==> src/rtl/cfu_bus_pkg.sv <==
// Shared types and defaults for the two-master CFU bus arbiter.
// Owner ids identify which CfuPlugin master issued an outstanding command.
package cfu_bus_pkg;

   localparam int FID_W_DEF           = 10;
   localparam int DATA_W_DEF          = 32;
   localparam int MAX_OUTSTANDING_DEF = 4;

   typedef logic ownerId_t;

   localparam ownerId_t OWNER_M0 = 1'b0;
   localparam ownerId_t OWNER_M1 = 1'b1;

   typedef struct packed {
      logic [FID_W_DEF-1:0]  functionId;
      logic [DATA_W_DEF-1:0] inputs0;
      logic [DATA_W_DEF-1:0] inputs1;
   } cmdPayload_t;

   typedef struct packed {
      logic [DATA_W_DEF-1:0] outputs0;
   } rspPayload_t;

   // A depth-1 FIFO still needs a 1-bit pointer to keep vector widths legal.
   function automatic int ptrWidth(input int depth);
      return (depth > 1) ? $clog2(depth) : 1;
   endfunction

endpackage

==> src/rtl/cfu_owner_fifo.sv <==
// In-order FIFO of owner ids, one entry per command the CFU has accepted
// but not yet answered. Head is read combinationally for zero-latency routing.
module cfu_owner_fifo
   import cfu_bus_pkg::*;
#(
   parameter  int DEPTH = MAX_OUTSTANDING_DEF,
   localparam int PTR_W = ptrWidth(DEPTH),
   localparam int CNT_W = $clog2(DEPTH) + 1
) (
   input  logic             clk,
   input  logic             reset,
   input  logic             push,
   input  ownerId_t         pushOwner,
   input  logic             pop,
   output ownerId_t         headOwner,
   output logic             full,
   output logic             empty,
   output logic [CNT_W-1:0] count
);

   logic [PTR_W-1:0] rdPtrReg;
   logic [PTR_W-1:0] wrPtrReg;
   logic [CNT_W-1:0] countReg;
   ownerId_t         storeReg [DEPTH];
   logic [DEPTH-1:0] wrEn;

   function automatic logic [PTR_W-1:0] nextPtr(input logic [PTR_W-1:0] p);
      return (p == PTR_W'(DEPTH - 1)) ? '0 : p + 1'b1;
   endfunction

   for (genvar gi = 0; gi < DEPTH; gi++) begin : g_wrEn
      assign wrEn[gi] = push & (wrPtrReg == PTR_W'(gi));
   end

   always_ff @(posedge clk or posedge reset) begin
      if (reset) begin
         for (int i = 0; i < DEPTH; i++) storeReg[i] <= OWNER_M0;
      end else begin
         for (int i = 0; i < DEPTH; i++) begin
            if (wrEn[i]) storeReg[i] <= pushOwner;
         end
      end
   end

   always_ff @(posedge clk or posedge reset) begin
      if (reset) begin
         rdPtrReg <= '0;
         wrPtrReg <= '0;
         countReg <= '0;
      end else begin
         if (push) wrPtrReg <= nextPtr(wrPtrReg);
         if (pop)  rdPtrReg <= nextPtr(rdPtrReg);
         case ({push, pop})
            2'b10:   countReg <= countReg + 1'b1;
            2'b01:   countReg <= countReg - 1'b1;
            default: countReg <= countReg;
         endcase
      end
   end

   assign headOwner = storeReg[rdPtrReg];
   assign full      = (countReg == CNT_W'(DEPTH));
   assign empty     = (countReg == '0);
   assign count     = countReg;

endmodule

==> src/rtl/cfu_bus_arbiter.sv <==
// Shares one CFU between two CfuPlugin masters: round-robin command grant with
// a stall lock, and an owner FIFO that steers each response back to its issuer.
module cfu_bus_arbiter
   import cfu_bus_pkg::*;
#(
   parameter int MAX_OUTSTANDING = MAX_OUTSTANDING_DEF,
   parameter int FID_W           = FID_W_DEF,
   parameter int DATA_W          = DATA_W_DEF
) (
   input  logic              clk,
   input  logic              reset,

   input  logic              m0_cmd_valid,
   output logic              m0_cmd_ready,
   input  logic [FID_W-1:0]  m0_cmd_payload_function_id,
   input  logic [DATA_W-1:0] m0_cmd_payload_inputs_0,
   input  logic [DATA_W-1:0] m0_cmd_payload_inputs_1,
   output logic              m0_rsp_valid,
   input  logic              m0_rsp_ready,
   output logic [DATA_W-1:0] m0_rsp_payload_outputs_0,

   input  logic              m1_cmd_valid,
   output logic              m1_cmd_ready,
   input  logic [FID_W-1:0]  m1_cmd_payload_function_id,
   input  logic [DATA_W-1:0] m1_cmd_payload_inputs_0,
   input  logic [DATA_W-1:0] m1_cmd_payload_inputs_1,
   output logic              m1_rsp_valid,
   input  logic              m1_rsp_ready,
   output logic [DATA_W-1:0] m1_rsp_payload_outputs_0,

   output logic              s_cmd_valid,
   input  logic              s_cmd_ready,
   output logic [FID_W-1:0]  s_cmd_payload_function_id,
   output logic [DATA_W-1:0] s_cmd_payload_inputs_0,
   output logic [DATA_W-1:0] s_cmd_payload_inputs_1,
   input  logic              s_rsp_valid,
   output logic              s_rsp_ready,
   input  logic [DATA_W-1:0] s_rsp_payload_outputs_0,

   output logic              busy
);

   localparam int CNT_W = $clog2(MAX_OUTSTANDING) + 1;

   ownerId_t         lastGrantReg;
   logic             lockReg;
   ownerId_t         lockedOwnerReg;

   ownerId_t         sel;
   logic             selValid;
   logic             cmdFire;
   logic             rspFire;
   ownerId_t         headOwner;
   logic             full;
   logic             empty;
   logic [CNT_W-1:0] ownerCount;

   // A stalled command keeps its master selected until it fires.
   always_comb begin
      sel = OWNER_M0;
      if (lockReg)                          sel = lockedOwnerReg;
      else if (m0_cmd_valid && m1_cmd_valid) sel = ~lastGrantReg;
      else if (m1_cmd_valid)                sel = OWNER_M1;
   end

   assign selValid    = (sel == OWNER_M1) ? m1_cmd_valid : m0_cmd_valid;
   assign s_cmd_valid = selValid & ~full;
   assign cmdFire     = s_cmd_valid & s_cmd_ready;

   assign m0_cmd_ready = cmdFire & (sel == OWNER_M0);
   assign m1_cmd_ready = cmdFire & (sel == OWNER_M1);

   assign s_cmd_payload_function_id = (sel == OWNER_M1) ? m1_cmd_payload_function_id
                                                        : m0_cmd_payload_function_id;
   assign s_cmd_payload_inputs_0    = (sel == OWNER_M1) ? m1_cmd_payload_inputs_0
                                                        : m0_cmd_payload_inputs_0;
   assign s_cmd_payload_inputs_1    = (sel == OWNER_M1) ? m1_cmd_payload_inputs_1
                                                        : m0_cmd_payload_inputs_1;

   always_ff @(posedge clk or posedge reset) begin
      if (reset) begin
         lastGrantReg   <= OWNER_M1;
         lockReg        <= 1'b0;
         lockedOwnerReg <= OWNER_M0;
      end else if (cmdFire) begin
         lastGrantReg <= sel;
         lockReg      <= 1'b0;
      end else if (s_cmd_valid) begin
         lockReg        <= 1'b1;
         lockedOwnerReg <= sel;
      end
   end

   // A response arriving with nothing outstanding is held off, never dropped.
   assign s_rsp_ready  = ~empty & ((headOwner == OWNER_M1) ? m1_rsp_ready : m0_rsp_ready);
   assign rspFire      = s_rsp_valid & s_rsp_ready;
   assign m0_rsp_valid = s_rsp_valid & ~empty & (headOwner == OWNER_M0);
   assign m1_rsp_valid = s_rsp_valid & ~empty & (headOwner == OWNER_M1);

   assign m0_rsp_payload_outputs_0 = s_rsp_payload_outputs_0;
   assign m1_rsp_payload_outputs_0 = s_rsp_payload_outputs_0;

   assign busy = (ownerCount != '0);

   cfu_owner_fifo #(
      .DEPTH (MAX_OUTSTANDING)
   ) u_ownerFifo (
      .clk       (clk),
      .reset     (reset),
      .push      (cmdFire),
      .pushOwner (sel),
      .pop       (rspFire),
      .headOwner (headOwner),
      .full      (full),
      .empty     (empty),
      .count     (ownerCount)
   );

endmodule

==> config.mk <==
export PLATFORM = sky130hd
export DESIGN_NAME = cfu_bus_arbiter
export DESIGN_NICKNAME = d
export VERILOG_FILES = /design/src/rtl/cfu_bus_pkg.sv /design/src/rtl/cfu_owner_fifo.sv /design/src/rtl/cfu_bus_arbiter.sv
export SDC_FILE = /design/constraint.sdc
export NUM_CORES = 1
export LEC_CHECK = 0
export ABC_AREA = 1
export ABC_CLOCK_PERIOD_IN_PS = 2750
export CELL_PAD_IN_SITES_DETAIL_PLACEMENT = 0
export CELL_PAD_IN_SITES_GLOBAL_PLACEMENT = 1
export CORE_ASPECT_RATIO = 0.5
export CORE_MARGIN = 2
export CORE_UTILIZATION = 14
export DETAILED_ROUTE_END_ITERATION = 16
export GPL_TIMING_DRIVEN = 1
export PLACE_DENSITY = 0.77
export SYNTH_ARGS = -nofsm -noshare
export SYNTH_HDL_FRONTEND = slang
export SYNTH_SLANG_ARGS = --single-unit
==> constraint.sdc <==
create_clock -name clk -period 2.75 [get_ports clk]
set_input_delay 0.4125 -clock clk [delete_from_list [all_inputs] [get_ports clk]]
set_output_delay 0.4125 -clock clk [all_outputs]
set_load 0.005 [all_outputs]
==> impl_metrics.tcl <==
set metrics [dict create \
    globalplace.congestion 0.728 \
    grt_pass1_wl_um 15700 \
    grt_max_degree 26 \
    worstHoldStart "lastGrantReg" \
    vias 2297 \
    syn_inst 256 \
    route.detailed.drc 0 \
    worstSetupStartpointType "primary input" \
    tightest_slew_ps 561 \
    antenna_found_initial 0 \
    drtIter0Drc 45 \
    post-route-period-util_pct 96.6 \
    path_max_fanout 8 \
    grt_pass1_vias 2417 \
    dp_cells 632 \
    max_stage_delay_ps 500 \
    grt_setup_unrepaired "no" \
    dp.final_hpwl_um 10300 \
    start_util_pct 14.5 \
    syn-num-nets 451 \
    cts_max_level 1 \
    ir_worst_vdd_mv 0.297 \
    crit_start "m1_cmd_valid" \
    wire_per_inst_um 18.3 \
    final_cells 636 \
    setup_tns_ps 0 \
    synth.distinct_cells 23 \
    reg2regPathDepth 14 \
    grt_use_total_pct 12.3 \
    synth_seq_area_share_pct 15.5 \
    skew_ps 2.77 \
    period_needed_ps 2660 \
    crit_required_ps 2340 \
    maxCapViolCount 0 \
    setup_slack_ps 93.9 \
    cts_buffers 3 \
    power.density_nw_per_um2 704 \
    cts_tree "built" \
    layout.nets 628 \
    syn_area_sq_um 2270 \
    hold_path_depth 2 \
    io_pins 333 \
    slew_viol_final 0 \
    cts_setup_buffers 0 \
    worstPathArrival_ps 2240 \
    core_sq_um 15600 \
    outcome "finished clean" \
    end_kind "primary output" \
    path_cells "clkdlybuf4s50_1 -> nand3_2 -> nand2_4 -> buf_4 -> mux2_1 -> clkdlybuf4s50_1" \
    synth_area_per_cell_sq_um 8.85 \
    die_area_sq_um 17300 \
    die_h_um 94.0 \
    port_buffers 236 \
    wl_um 11700 \
    rows 32 \
    critical-path-slowest-cell "clkdlybuf4s50_1" \
    diodes 0 \
    firstDrtPassIters 4 \
    grt_overflow 0 \
    fmax_mhz 376 \
    setup_viol 0 \
    r2r-start "u_ownerFifo.rdPtrReg[0]" \
    clk_latency_ps 240 \
    drive_above_1_share_pct 20.1 \
    min_path_type "reg -> reg" \
    nFillCells 1641 \
    r2r_setup_slack_ps 540 \
    regArea_sq_um 352 \
    viasPerCell 3.61 \
    worstSetupPathType "in -> out" \
    hold_violations 0 \
    relSlewSlack_pct 62.5 \
    syn_to_final_growth_pct 97.9 \
    crit_path_frequent_cell "clkdlybuf4s50_1" \
    root_buffer "clkbuf_16" \
    ant_nets 0 \
    cts_max_path_buffers 2 \
    synth_warnings 0 \
    p_leak_uw 0.00178 \
    path_clk_slew_ps 40 \
    synth_seq_cells 14 \
    pre_cts_slack_ps 91.0 \
    cts_num_sinks 14 \
    fp.dieW_um 184 \
    multiInputGateArea_sq_um 1280 \
]
-- power by group --
part | switching, uW | internal, uW | total (uW) | leakage, uW
Combinational | 971 | 1530 | 2500 | 0.00157
Sequential | 74.8 | 309 | 384 | 0.000172
Clock | 81.3 | 196 | 277 | 0.0000382
-- worst max-delay path: cells and delay by family --
| kind | cells | cell delay, ps |
|---|---|---|
| simple gates | 2 | 260 |
| mux | 1 | 400 |
| buf+inv | 3 | 1170 |
-- cell families after synthesis --
kind of cell | count (synthesis) | share of synthesized area [%]
flops | 14 | 15.5
mux | 74 | 37.3
simple gates | 59 | 12.1
compound gates | 9 | 1.99
buf+inv | 91 | 28.2
xor+xnor | 2 | 0.773
fa+ha+maj | 7 | 4.20
-- path summary, 6_finish.rpt --
kind                                             endpoint
worst max-delay path            s_cmd_payload_inputs_0[2]
worst min-delay path                         lastGrantReg
worst max register to register       u_ownerFifo.count[2]
worst min register to register               lastGrantReg
max in group asynchronous                    lastGrantReg
min in group asynchronous            u_ownerFifo.count[0]
-- synth_stat cells (all sizes together) --
cell type,number,area [sq um]
a21oi,4,20.0
fa,1,20.0
or2,1,6.26
nand4,4,25.0
nand2,35,141
dfrtp,13,325
inv,19,71.3
xor2,1,8.76
buf,72,567
nand3,14,75.1
dfstp,1,26.3
ha,6,75.1
nor2,5,26.3
xnor2,1,8.76
o21ai,5,25.0
mux2,74,845
-- metrics by stage --
stage          total power (uW)  hold slack, ps  area, sq um  util (%)
6_report                   3160             478         4480      28.7
5_1_grt                    3390             495         4480      28.7
4_1_cts                    3190             478         4480      28.7
3_5_place_dp               2880             469         4400      28.2
3_3_place_gp               2870             462         4400      28.2
2_1_floorplan              1690             301         2270         -
-- sequential cells by signal (all words and copies together), names as in the netlist --
signal and count:
u_ownerFifo.storeReg 4, u_ownerFifo.count 3, u_ownerFifo.rdPtrReg 2, u_ownerFifo.wrPtrReg 2, lastGrantReg 1, lockReg 1
lockedOwnerReg 1
-- cells in the final DEF, fill, tap and decap left out, drive strengths merged, types with 4 or more instances in the layout --
cell type      count
a21oi              4
buf                8
clkbuf             4
clkdlybuf4s50    236
dfrtp             13
ha                 6
inv               19
mux2              74
nand2             35
nand3             14
nand4              4
nor2               5
o21ai              5
-- cell type report --
| type | count | area share [%] |
|---|---|---|
| clock buffer | 4 | 1.76 |
| inverter | 19 | 1.59 |
| multi-input combinational | 151 | 28.5 |
| sequential | 14 | 7.84 |
| tap | 204 | 5.69 |
| timing repair buffer | 244 | 54.7 |
-- metal layers --
layer  vias up  part of all wire, %  track usage [%]
met3        22                  6.8             3.33
met4         0                  2.3             4.20
met2        84                   47             19.2
li1       1139                    -                -
met5         -                    0                0
met1      1052                   44             16.5
-- repair_timing --
item | in CTS | in global routing
endpoints found under the hold margin | 0 | 0
hold buffers | 0 | 0
resized for setup | 0 | 1
setup endpoints to repair | 0 | 1
Note: power is estimated with default switching activity, not from simulation.
